==> src/rtl/tiny_acc_cpu.sv <==
// Accumulator CPU: single clock, step-enabled execution, writable 8-bit program memory.
// Define TINY_ACC_CPU_CALL_EN to build the link register and the CALL (0xA) / RET (0xB) opcodes.
module tiny_acc_cpu #(
  parameter int DATA_W = 8,
  parameter int ADDR_W = 4
) (
  input  logic              clk,
  input  logic              rst_n,
  input  logic              step,
  input  logic              start,
  input  logic              prog_we,
  input  logic [ADDR_W-1:0] prog_addr,
  input  logic [7:0]        prog_data,
  output logic [DATA_W-1:0] out_data,
  output logic              out_valid,
  output logic [ADDR_W-1:0] pc_o,
  output logic              running,
  output logic              halted
);

  localparam int HALF = 1 << (ADDR_W - 1);

  typedef enum logic [1:0] {IDLE, RUN, HALT} state_t;

  state_t state_q, state_d;
  logic [ADDR_W-1:0] pc_q, pc_d;
  logic [DATA_W-1:0] acc_q, acc_d;
  logic zFlag_q, zFlag_d;
  logic cFlag_q, cFlag_d;
  logic [DATA_W-1:0] outData_q, outData_d;
  logic outValid_q, outValid_d;
`ifdef TINY_ACC_CPU_CALL_EN
  logic [ADDR_W-1:0] lr_q, lr_d;
`endif

  // Even/odd banks give the alternating INC/OUT power-up image without a reset path.
  logic [7:0] memEven_q [HALF] = '{default: 8'h10};
  logic [7:0] memOdd_q  [HALF] = '{default: 8'h20};

  logic [7:0]        instr;
  logic [3:0]        opcode;
  logic [DATA_W-1:0] imm;
  logic [ADDR_W-1:0] target;
  logic [ADDR_W-1:0] pcInc;
  logic [DATA_W:0]   sum;

  assign instr  = pc_q[0] ? memOdd_q[pc_q[ADDR_W-1:1]] : memEven_q[pc_q[ADDR_W-1:1]];
  assign opcode = instr[7:4];
  assign imm    = DATA_W'(instr[3:0]);
  assign target = instr[ADDR_W-1:0];
  assign pcInc  = pc_q + ADDR_W'(1);

  always_ff @(posedge clk) begin
    if (prog_we && (state_q != RUN)) begin
      if (prog_addr[0]) memOdd_q[prog_addr[ADDR_W-1:1]] <= prog_data;
      else              memEven_q[prog_addr[ADDR_W-1:1]] <= prog_data;
    end
  end

  always_ff @(posedge clk) begin
    if (!rst_n) begin
      state_q    <= IDLE;
      pc_q       <= '0;
      acc_q      <= '0;
      zFlag_q    <= 1'b0;
      cFlag_q    <= 1'b0;
      outData_q  <= '0;
      outValid_q <= 1'b0;
`ifdef TINY_ACC_CPU_CALL_EN
      lr_q       <= '0;
`endif
    end else begin
      state_q    <= state_d;
      pc_q       <= pc_d;
      acc_q      <= acc_d;
      zFlag_q    <= zFlag_d;
      cFlag_q    <= cFlag_d;
      outData_q  <= outData_d;
      outValid_q <= outValid_d;
`ifdef TINY_ACC_CPU_CALL_EN
      lr_q       <= lr_d;
`endif
    end
  end

  // Fetch and execute complete in the step cycle; SUBI borrow falls out as the top bit of the difference.
  always_comb begin
    state_d    = state_q;
    pc_d       = pc_q;
    acc_d      = acc_q;
    zFlag_d    = zFlag_q;
    cFlag_d    = cFlag_q;
    outData_d  = outData_q;
    outValid_d = 1'b0;
    sum        = '0;
`ifdef TINY_ACC_CPU_CALL_EN
    lr_d       = lr_q;
`endif
    case (state_q)
      IDLE: if (start) state_d = RUN;
      HALT: begin
        if (start) begin
          state_d = RUN;
          pc_d    = '0;
        end
      end
      RUN: begin
        if (step) begin
          pc_d = pcInc;
          case (opcode)
            4'h1: begin
              acc_d   = acc_q + DATA_W'(1);
              zFlag_d = (acc_d == '0);
            end
            4'h2: begin
              outData_d  = acc_q;
              outValid_d = 1'b1;
            end
            4'h3: begin
              acc_d   = imm;
              zFlag_d = (imm == '0);
            end
            4'h4: begin
              sum     = {1'b0, acc_q} + {1'b0, imm};
              acc_d   = sum[DATA_W-1:0];
              cFlag_d = sum[DATA_W];
              zFlag_d = (sum[DATA_W-1:0] == '0);
            end
            4'h5: begin
              sum     = {1'b0, acc_q} - {1'b0, imm};
              acc_d   = sum[DATA_W-1:0];
              cFlag_d = sum[DATA_W];
              zFlag_d = (sum[DATA_W-1:0] == '0);
            end
            4'h6: pc_d = target;
            4'h7: if (zFlag_q) pc_d = target;
            4'h8: if (cFlag_q) pc_d = target;
            4'h9: begin
              acc_d   = acc_q - DATA_W'(1);
              zFlag_d = (acc_d == '0);
            end
`ifdef TINY_ACC_CPU_CALL_EN
            4'hA: begin
              lr_d = pcInc;
              pc_d = target;
            end
            4'hB: pc_d = lr_q;
`endif
            4'hF: begin
              state_d = HALT;
              pc_d    = pc_q;
            end
            default: ;
          endcase
        end
      end
      default: state_d = IDLE;
    endcase
  end

  assign out_data  = outData_q;
  assign out_valid = outValid_q;
  assign pc_o      = pc_q;
  assign running   = (state_q == RUN);
  assign halted    = (state_q == HALT);

endmodule

==> config.mk <==
export PLATFORM = sky130hd
export DESIGN_NAME = tiny_acc_cpu
export DESIGN_NICKNAME = d
export VERILOG_FILES = /design/src/rtl/tiny_acc_cpu.sv
export SDC_FILE = /design/constraint.sdc
export NUM_CORES = 1
export LEC_CHECK = 0
export BUFFER_PORTS_ARGS = -buffer_cell sky130_fd_sc_hd__buf_2
export CAP_MARGIN = 40
export CORE_MARGIN = 10
export CORE_UTILIZATION = 62
export CTS_CLUSTER_DIAMETER = 50
export DETAILED_ROUTE_END_ITERATION = 12
export GPL_ROUTABILITY_DRIVEN = 0
export PLACE_DENSITY = 0.8
export SLEW_MARGIN = 15
export SYNTH_ARGS = -nofsm -noshare
export SYNTH_HDL_FRONTEND = slang
export SYNTH_SLANG_ARGS = --single-unit
==> constraint.sdc <==
create_clock -name clk -period 5.6 [get_ports clk]
set_clock_uncertainty 0.05 [all_clocks]
set_input_delay 0 -clock clk [delete_from_list [all_inputs] [get_ports clk]]
set_output_delay 0 -clock clk [all_outputs]
set_load 0.005 [all_outputs]
==> reports/metrics.cfg <==
[cts]
cts.clk_slew.worst_paths_ps=70
clock_sinks=156
clkLatencyLatePin_ps=430
cts-root-buf=clkbuf_16
cts_made_buffers=17
ctsResizeCount=0
htreeDepth=4
cts_max_path_buffers=2
cts_tree=built

[critical_path]
crit_arrival_ps=4470
reg2reg_depth=12
start_kind=flip-flop
r2r_slack_ps=1400
critPathMaxFanout=19
critPathKind=reg -> reg
crit_path_end=acc_q[6]$_SDFFE_PN0P_
crit_path_end_kind=flip-flop
worst_ep_required_time_ps=5870
worstReg2RegEnd=acc_q[6]$_SDFFE_PN0P_

[min_path]
holdCritStartpoint=step
hold_depth=4
hp-class=in -> reg

[routing]
drc_errors=0
vias=4974
drt_pass1_iterations=5
ant_nets=0
vias_per_cell=6.722
drt_iter0_drc=804
wire_per_inst_um=23.86
drt-total-wl_um=17660

[synthesis]
yosysWarningCount=0
yosys.area.top_type=edfxtp_1
synth.ff_latch_count=156
synth_common_cells=edfxtp_1 (128), nor2_1 (51), mux4_2 (29), nand2_1 (29), dfxtp_1 (28)
yosys-top-cells-area=edfxtp_1 (52%), mux4_2 (8.8%), dfxtp_1 (7.6%), mux2i_1 (3.2%), nor2_1 (2.6%)
synth_edf_count=128
synth_most_common_cell=edfxtp_1
avgSynthCellArea_um2=13.90
syn_inst=532
async_flop_share_pct=0
ys_types=75
synth_fp_nets=564
synth_top_area_share_pct=51.96
syn_area_mm2=0.007397
yosysSeqAreaShare_pct=59.54
synth_flop_cell=edfxtp_1

[global_route]
antenna_found_initial=0
grt_pass1_wl_um=27800
grt_pass1_vias=4766
grt_max_degree=20
overflow=0
grt_usage_pct=22.09

[status]
outcome=finished, final reports clean

[power]
p_total_mw=2.482
power_leakage_nw=2.925
seq_power_share_pct=51.5
p_comb_share_pct=6.3
ir_drop_mv=0.2870
p_int_mw=1.896
switching_share_pct=23.61
switchingPower_mw=0.5860
clockPowerShare_pct=42.2
p_per_area_mw_per_mm2=295.7

[floorplanning]
die_w_um=129.2
io_pins=32
core_area_mm2=0.01156
start_util_pct=63.96
die_y_um=129.2
dieArea_mm2=0.01670
num_rows=39

[timing]
finalWorstSetupSlack_ps=1400
rsz0062_at_grt=no
max_freq_mhz=238.1
max-slew-margin-rel_pct=39.20
finalCritPeriodShare_pct=75.00
hold_viol=0
worstMarginPinSlew_ps=907.1
slew_violations=0
layout_min_cycle_time_ps=4200
setup_viol=0
final.setup.tns_ps=0

[placed_design]
pre_cts_ws_ps=1459
port_buffers=31
dpl.hpwl_um=11870

[finish]
syn_to_final_growth_pct=13.48
nNetsFinal=616
drive_gt1_share_pct=19.43
diodes=0

[flow_run]
cap_violations=0

==> cell families (layout without fill, tap and decap cells) <==
group	count (synthesis)	after routing	share of synthesized area, %
buffers and inverters	40	105	2.757
flip-flops	156	156	59.54
XOR/XNOR	17	17	2.013
AND/OR/NAND/NOR	152	152	10.72
multiplexers	54	54	12.23
adder cells (fa/ha/maj)	15	15	2.740
AO/OA/AOI/OAI	98	98	9.997
==> layout by cell type, fill, tap and decap left out, drive strengths merged, types with 7 or more instances in the layout <==
master / synthesis / final
dlygate4sd3: 0 / 14
xnor2: 11 / 11
a21oi: 15 / 15
nor3: 17 / 17
clkbuf: 11 / 20
o21ai: 12 / 12
mux4: 29 / 29
dfxtp: 28 / 28
inv: 14 / 18
nand2: 29 / 29
edfxtp: 128 / 128
mux2i: 24 / 24
buf: 14 / 44
ha: 13 / 13
nor2: 51 / 51
nor2b: 7 / 7
==> layout make-up <==
type                    count  area (um2)
clock buffers              20       436.7
clock inverters            12       91.34
fillers                   701        3171
inverters                  15       56.30
multi-input cells         336        2809
flip-flops and latches    156        4405
well taps                 143       178.9
repair buffers             58       416.7
==> worst max-delay path, stage by stage, from the launching register on <==
cell and delay (ps):
dfxtp_1 740, buf_4 400, mux4_2 400, mux4_2 580
inv_1 90, ha_1 280, a21oi_1 170, nor2_1 120
or4_1 470, o21ai_0 110, xor2_1 90, a221o_1 370
o211a_1 210
==> metal layers <==
metal,track usage [%],up-vias,wire length [um]
met4,7.358,0,371
met5,0,-,0
met1,30.25,2458,7465
met2,33.57,277,8330
li1,-,2201,-
met3,6.077,38,1487
==> through the flow <==
step / std cells / hold WS (ps) / area [um2] / util [%]
floorplan: 532 / 48.87 / 7397 / -
global placement: 683 / 229.8 / 7620 / 65.89
detailed placement: 690 / 255.2 / 7692 / 66.52
CTS: 735 / 19.52 / 8351 / 72.21
global route: 740 / 71.02 / 8394 / 72.58
finish: 740 / 41.21 / 8394 / 72.58
==> timing repair <==
| action | in CTS | in global routing |
|---|---|---|
| endpoints found under the hold margin | 139 | 2 |
| setup buffers | 0 | 0 |
| hold buffers | 13 | 1 |
==> power by group through the flow <==
stage	Combinational, mW	Sequential, mW	Clock, mW
final	0.156	1.28	1.05
after global routing	0.169	1.28	1.10
after CTS	0.152	1.28	1.06
after detailed placement	0.144	1.30	0
after global placement	0.136	1.30	0
after floorplan	0.0982	1.30	0
==> sequential cells by signal, indices dropped and copies added, names as in the netlist, named ones only <==
register,cells
state_q,2
out_data,8
memOdd_q,64
pc_o,4
memEven_q,64
acc_q,8
zFlag_q,1
out_valid,1
cFlag_q,1
==> worst min path at each step <==
stage                                 to
4_1_cts          state_q[1]$_SDFFE_PN0P_
3_5_place_dp     state_q[0]$_SDFFE_PN0P_
2_1_floorplan  memEven_q[0][0]$_DFFE_PP_
5_1_grt          state_q[1]$_SDFFE_PN0P_
3_3_place_gp     state_q[0]$_SDFFE_PN0P_
6_report         state_q[1]$_SDFFE_PN0P_
No activity file was read; power rests on OpenSTA's default activity.
